[config.mk]
export PLATFORM = sky130hd
export DESIGN_NAME = reg_wb_arbiter
export DESIGN_NICKNAME = d
export VERILOG_FILES = /design/src/rtl/reg_ctrl_pkg.sv /design/src/rtl/rr_arb2.sv /design/src/rtl/reg_wb_arbiter.sv
export SDC_FILE = /design/constraint.sdc
export NUM_CORES = 1
export LEC_CHECK = 0
export ABC_AREA = 1
export BUFFER_PORTS_ARGS = -buffer_cell sky130_fd_sc_hd__buf_2
export CAP_MARGIN = 20
export CORE_ASPECT_RATIO = 0.9
export CORE_MARGIN = 2
export CORE_UTILIZATION = 35
export DETAILED_ROUTE_END_ITERATION = 8
export GPL_ROUTABILITY_DRIVEN = 0
export SETUP_SLACK_MARGIN = 0.15
export SLEW_MARGIN = 0
export SYNTH_ARGS = -nofsm -noshare
export SYNTH_HDL_FRONTEND = slang
export SYNTH_SLANG_ARGS = --single-unit
[constraint.sdc]
create_clock -name CLK -period 2.2 [get_ports CLK]
set_input_delay 0.44 -clock CLK [delete_from_list [all_inputs] [get_ports CLK]]
set_output_delay 0.44 -clock CLK [all_outputs]
set_load 0.02 [all_outputs]
[src/rtl/reg_ctrl_pkg.sv]
// rtl/reg_ctrl_pkg.sv - shared sizes and encodings for the register write-back path
package reg_ctrl_pkg;

    // Register file geometry
    localparam int DATA_W   = 16;
    localparam int ADDR_W   = 3;
    localparam int NUM_REGS = 2 ** ADDR_W;

    // Register 0 always reads as zero and is never written
    localparam int ZERO_REG = 0;

    // Bit positions inside the one-hot grant vector
    localparam int GNT_ALU = 0;
    localparam int GNT_MEM = 1;

    // Round-robin priority pointer: who wins when both producers request
    typedef enum logic {
        PRI_ALU = 1'b0,
        PRI_MEM = 1'b1
    } priSel_t;

endpackage

[src/rtl/rr_arb2.sv]
// rtl/rr_arb2.sv - two-requester round-robin arbiter with its priority pointer
module rr_arb2
    import reg_ctrl_pkg::*;
(
    input  logic       CLK,
    input  logic       RST_N,
    input  logic       reqAlu,
    input  logic       reqMem,
    input  logic       xferDone,
    output logic [1:0] grant
);

    priSel_t priPtr;

    // A lone requester always wins; on contention the pointer picks the winner
    always_comb begin
        grant = 2'b00;
        if (reqAlu && reqMem) begin
            if (priPtr == PRI_ALU) begin
                grant[GNT_ALU] = 1'b1;
            end else begin
                grant[GNT_MEM] = 1'b1;
            end
        end else if (reqAlu) begin
            grant[GNT_ALU] = 1'b1;
        end else if (reqMem) begin
            grant[GNT_MEM] = 1'b1;
        end
    end

    // After each transfer hand priority to the requester that lost; hold otherwise
    always_ff @(posedge CLK or negedge RST_N) begin
        if (!RST_N) begin
            priPtr <= PRI_ALU;
        end else if (xferDone) begin
            priPtr <= grant[GNT_ALU] ? PRI_MEM : PRI_ALU;
        end
    end

endmodule

[src/rtl/reg_wb_arbiter.sv]
// rtl/reg_wb_arbiter.sv - write-back arbiter, registered write port and pending-write scoreboard
module reg_wb_arbiter
    import reg_ctrl_pkg::*;
#(
    parameter int DATA_W = reg_ctrl_pkg::DATA_W,
    parameter int ADDR_W = reg_ctrl_pkg::ADDR_W,
    localparam int NUM_REGS = 2 ** ADDR_W
) (
    input  logic                CLK,
    input  logic                RST_N,
    input  logic                alu_valid,
    input  logic [ADDR_W-1:0]   alu_addr,
    input  logic [DATA_W-1:0]   alu_data,
    output logic                alu_ready,
    input  logic                mem_valid,
    input  logic [ADDR_W-1:0]   mem_addr,
    input  logic [DATA_W-1:0]   mem_data,
    output logic                mem_ready,
    input  logic                issue_set,
    input  logic [ADDR_W-1:0]   issue_addr,
    input  logic                flush,
    output logic                RegWrite,
    output logic [ADDR_W-1:0]   waddr,
    output logic [DATA_W-1:0]   writeValue,
    output logic [NUM_REGS-1:0] busy
);

    logic [1:0]        grant;
    logic              xferDone;
    logic [ADDR_W-1:0] winAddr;
    logic [DATA_W-1:0] winData;

    rr_arb2 u_arb (
        .CLK      (CLK),
        .RST_N    (RST_N),
        .reqAlu   (alu_valid),
        .reqMem   (mem_valid),
        .xferDone (xferDone),
        .grant    (grant)
    );

    // Readys are held low for as long as reset is asserted, even between edges
    assign alu_ready = grant[GNT_ALU] & RST_N;
    assign mem_ready = grant[GNT_MEM] & RST_N;
    assign xferDone  = (alu_valid & alu_ready) | (mem_valid & mem_ready);

    // Select the winning producer's address and data
    always_comb begin
        winAddr = alu_addr;
        winData = alu_data;
        if (grant[GNT_MEM]) begin
            winAddr = mem_addr;
            winData = mem_data;
        end
    end

    // One-stage write port; a transfer to R0 handshakes but never strobes the register file
    always_ff @(posedge CLK or negedge RST_N) begin
        if (!RST_N) begin
            RegWrite   <= 1'b0;
            waddr      <= '0;
            writeValue <= '0;
        end else if (xferDone) begin
            RegWrite   <= (winAddr != ADDR_W'(ZERO_REG));
            waddr      <= winAddr;
            writeValue <= winData;
        end else begin
            RegWrite   <= 1'b0;
        end
    end

    // Scoreboard: flush beats a new issue, which beats the clear from a completing write
    always_ff @(posedge CLK or negedge RST_N) begin
        if (!RST_N) begin
            busy <= '0;
        end else begin
            busy[ZERO_REG] <= 1'b0;
            for (int i = 1; i < NUM_REGS; i++) begin
                if (flush) begin
                    busy[i] <= 1'b0;
                end else if (issue_set && (issue_addr == ADDR_W'(i))) begin
                    busy[i] <= 1'b1;
                end else if (RegWrite && (waddr == ADDR_W'(i))) begin
                    busy[i] <= 1'b0;
                end
            end
        end
    end

endmodule

# Word level (Yosys, flattened, before mapping)
# Index checks and enable logic that the tools add are counted.
word_totals:
  reg_bits: 28
  out_inout_bits: 30
  elab_cells: 84
op_classes:
  eq_ne: 14
  mux: 31
  n_bitwise: 5
  reduce_logical: 23
ops:
  columns: ["cell", "n"]
  rows:
  - ["$mux 1", 28]
  - ["$eq 3x3->1 const B", 8]
  - ["$reduce_bool 3->1", 8]
  - ["$mux 16", 1]
  - ["$logic_and 1x1->1", 15]
  - ["$eq 3x2->1 const B", 4]
  - ["$eq 3x1->1 const B", 2]
  - ["$and 1x1->1", 4]
  - ["$mux 3", 1]
  - ["$mux 2", 1]
  - ["$or 1x1->1", 1]

# Logic depth before layout (Yosys ltp)
depth:
  ltp_word: 7
  mapped_depth: 8
  depth_no_buf: 8

# Cells and area by module
# A second synthesis with hierarchy kept.
unflattened:
  cells_unflattened: 219
  area_unflattened_um2: 1521.5
by_module_without_submodules:
  columns: ["mod", "instances", "cells_per_inst", "area_per_inst_um2"]
  rows:
  - ["reg_wb_arbiter", 1, 210, 1458.9]
  - ["rr_arb2", 1, 9, 62.6]

# Least setup slack after synthesis
# OpenSTA, ideal clock, no wires.
synth_path:
  path_type: "input -> output"
  startpoint: "in mem_valid"
  endpoint: "out alu_ready"
  arrival_time_ns: 1.013
  required_ns: 1.760
  setup_slack_ns: 0.747
  stages: 4
  n_path_buf: 1
  cell_sequence: "nand2_1 > nand3_2 > buf_4 > inv_1"
synth_between:
  elab_chain_cells: 3
synth_lines:
  columns: ["item", "line_no", "text"]
  rows:
  - ["start, declared", "reg_wb_arbiter.sv:15", "input logic mem_valid,"]
  - ["$logic_and 1x1->1", "rr_arb2.sv:18", "if (reqAlu && reqMem) begin"]
  - ["$mux 2", "rr_arb2.sv:18", null]
  - ["$and 1x1->1", "reg_wb_arbiter.sv:43", "assign alu_ready = grant[GNT_ALU] & RST_N;"]
  - ["end, declared", "reg_wb_arbiter.sv:14", "output logic alu_ready,"]
# Every way passes these cells.

# Final worst setup path
layout_path:
  startpoint: "in RST_N"
  endpoint: "out alu_ready"
layout_between:
  elab_chain_cells: 1
layout_lines:
  columns: ["item", "line_no", "text"]
  rows:
  - ["start, declared", "reg_wb_arbiter.sv:10", "input logic RST_N,"]
  - ["$and 1x1->1", "reg_wb_arbiter.sv:43", null]
# Every way passes these cells.

==> flow_summary.yaml <==
drt:
  drcViolationCount: 0
  detailedRoute.firstIterationViolations: 64
  drt_first_pass_iters: 4
  routed-via-count: 1604
  route.antenna.remaining_nets: 0
  vias_per_inst: 4.82
  total_length_of_routed_wires_um: 3960
  routedWlPerCell_um: 11.9
clock_tree:
  tritoncts: "built"
  clock_latency_ns: 0.27
  cts_inserted_buffers: 3
  path_clk_slew_ns: 0.09
  clkSinkCount: 28
  h_tree_depth: 1
  clock_tree.buffer_depth: 2
  cts-root-buf: "sky130_fd_sc_hd__clkbuf_8"
timing:
  max_freq_mhz: 509
  worst_hold_slack_ns: 0.411
  hold_violations: 0
  setup_viol_count_final: 0
  clock_skew_ns: 0.00236
  finalWorstPathRequiredPeriod_ns: 1.97
  timing_max_transition_violations_final: 0
  finalWorstSetupSlack_ns: 0.235
  final_period_util_pct: 89.3
  setup_repair_after_global_routing_missed_its_margin: "no"
  setup-tns-final_ns: 0
die:
  floorplan.initialDensity_pct: 37.1
  floorplan.core_area_mm2: 0.00413
  num_io_pins: 77
  dieWidth_um: 73.8
  die-area_mm2: 0.00493
  dieHeight_um: 66.8
  placement_rows: 22
synthesis:
  post_synth_instance_area_mm2: 0.00153
  synth_top_area_share_pct: 45.7
  synth_enable_flop_cells: 0
  postSynthCellCount: 212
  yosysUniqueCellTypes: 17
  synth_warnings: 0
  synth_most_common_cell: "sky130_fd_sc_hd__nand2_1"
  ys_seq_area_share_pct: 45.7
  synth.avg_cell_area_um2: 7.23
  ys_ff_latch: 28
  synth_async_sr_flop_share_pct: 100
  syn-num-nets: 259
  synth_ff_type: "sky130_fd_sc_hd__dfrtp_1"
  synthTopCellsByArea: "sky130_fd_sc_hd__dfrtp_1, sky130_fd_sc_hd__nand2_1, sky130_fd_sc_hd__nand3_1"
  synth_common_cells: "sky130_fd_sc_hd__nand2_1, sky130_fd_sc_hd__nand3_1, sky130_fd_sc_hd__dfrtp_1"
  synth_area_leader_cell: "sky130_fd_sc_hd__dfrtp_1"
power:
  power.density_cell_area_mw_per_mm2: 751
  net_switching_power_mw: 0.550
  clockPowerShare_pct: 21.2
  p_seq_share_pct: 44.4
  internal_power_mw: 0.941
  power.static_leakage_nw: 1.20
  swShare_pct: 36.9
  worst_ir_drop_vdd_v: 0.000267
  share_comb_of_total_power_pct: 34.5
  post-layout-total-power_mw: 1.49
global_route:
  number_of_global_route_vias_before_repair: 1449
  track_usage_pct: 17.3
  grt_antenna_before_repair: 0
  grt_pass1_wl_um: 6520
  maximum_number_of_pins_on_one_net_before_global_route_repair: 27
  grt-ovfl-total: 0
cells_and_area:
  antenna-diode-count: 0
  syn_to_final_growth_pct: 29.6
  fin_nets: 333
  design_area_mm2: 0.00199
  postLayoutCoreUtil_pct: 48.1
  ff_latch_area_um2: 701
  fillerInstances: 428
  total_area_of_multi_input_combinational_cells_um2: 706
  post_route_cells_drive_above_1_share_pct: 31.6
  final_cell_count_no_fill: 333
critical_path:
  critPathArrivalTime_ns: 1.53
  timing_worst_setup_path_type: "input pin to output port"
  worstSetupEndpointType: "output port"
  cells_on_worst_reg2reg_path: 7
  cp.required_ns: 1.76
  crit_fanout: 5
  crit_path_start_kind: "input pin"
  regToRegSetupSlack_ns: 0.56
placement:
  dp_cells: 328
  placement.io_buffers: 75
  dp.final_hpwl_um: 2990
  postPlaceCellArea_mm2: 0.00191
  place_ws_ns: 0.452
flow_run:
  drv.max_cap_violation_count: 0
outcome:
  status: "finished, final reports clean"
worst_hold_path:
  min_path_cells: 2
  min-delay-path-class: "input pin to flip-flop"
## power groups by stage
stage	sequential [mW]	clock [mW]	combinational, mW
after floorplan	0.772	0	0.230
final	0.662	0.316	0.514
after detailed placement	0.672	0	0.517
after CTS	0.663	0.333	0.520
after global routing	0.677	0.349	0.578
after global placement	0.672	0	0.512
## metal layers
metal / up-vias / GRT usage [%] / wire [um]
met5: - / 0 / 0
met4: 0 / 3.41 / 18
met3: 2 / 4.69 / 262
met2: 55 / 29.5 / 1830
met1: 735 / 22.1 / 1840
li1: 812 / - / -
## timing repair
| item | 4_1_cts | 5_1_grt |
|---|---|---|
| hold endpoints to repair | 2 | 0 |
| hold buffers | 1 | 0 |
| endpoints found under the setup margin | 0 | 1 |
| resized for setup | 0 | 1 |
| buffers inserted | 0 | 0 |
## logic make-up (layout without fill, tap and decap cells)
| family | Yosys count | after routing | synth area share, % |
|---|---|---|---|
| compound gates | 13 | 13 | 4.98 |
| buf+inv | 25 | 98 | 8.73 |
| flops | 28 | 28 | 45.7 |
| other cells | 1 | 1 | 0.245 |
| simple gates | 145 | 145 | 40.3 |
## worst max-delay path, cell delays in order
cell and delay (ns):
sky130_fd_sc_hd__dlygate4sd3_1 0.52, sky130_fd_sc_hd__buf_2 0.20, sky130_fd_sc_hd__nand3_4 0.14, sky130_fd_sc_hd__inv_1 0.08
sky130_fd_sc_hd__buf_2 0.15
## state kept, by name, summed over array words and instances, names as in the netlist
register	cells
RegWrite	1
waddr	3
busy	7
u_arb.priPtr	1
writeValue	16
## layout by cell type (no fill, tap or decap)
cell                            instances
sky130_fd_sc_hd__buf_4                  3
sky130_fd_sc_hd__inv_1                 15
sky130_fd_sc_hd__o21ai_2                1
sky130_fd_sc_hd__nand3_2                1
sky130_fd_sc_hd__dlygate4sd3_1          1
sky130_fd_sc_hd__nand2_4                1
sky130_fd_sc_hd__clkbuf_8               4
sky130_fd_sc_hd__a21oi_1                7
sky130_fd_sc_hd__nand3_4                1
sky130_fd_sc_hd__conb_1                 1
sky130_fd_sc_hd__o21ai_0                3
sky130_fd_sc_hd__a21oi_2                2
sky130_fd_sc_hd__nand3_1               36
sky130_fd_sc_hd__nand2_1               95
sky130_fd_sc_hd__nor2_1                 8
sky130_fd_sc_hd__dfrtp_1               28
sky130_fd_sc_hd__nand2_2                2
sky130_fd_sc_hd__buf_2                 75
sky130_fd_sc_hd__nand3b_1               1
## area by class of cell
type	instances	share of cell area, %
Inverter	15	2.84
Multi-Input combinational cell	159	35.5
Clock buffer	4	2.77
Sequential cell	28	35.3
Tap cell	48	3.02
Timing Repair Buffer	79	20.5
## path summary, 6_finish.rpt
check	startpoint	end
worst max-delay path	RST_N	alu_ready
worst min-delay path	flush	busy[3]$_DFFE_PN0P_
worst max register to register	u_arb.priPtr$_DFFE_PN0P_	RegWrite$_DFF_PN0_
worst min register to register	writeValue[8]$_DFFE_PN0P_	writeValue[8]$_DFFE_PN0P_
max in group asynchronous	RST_N	busy[1]$_DFFE_PN0P_
min in group asynchronous	RST_N	writeValue[1]$_DFFE_PN0P_
(Power assumes the default switching activity.)
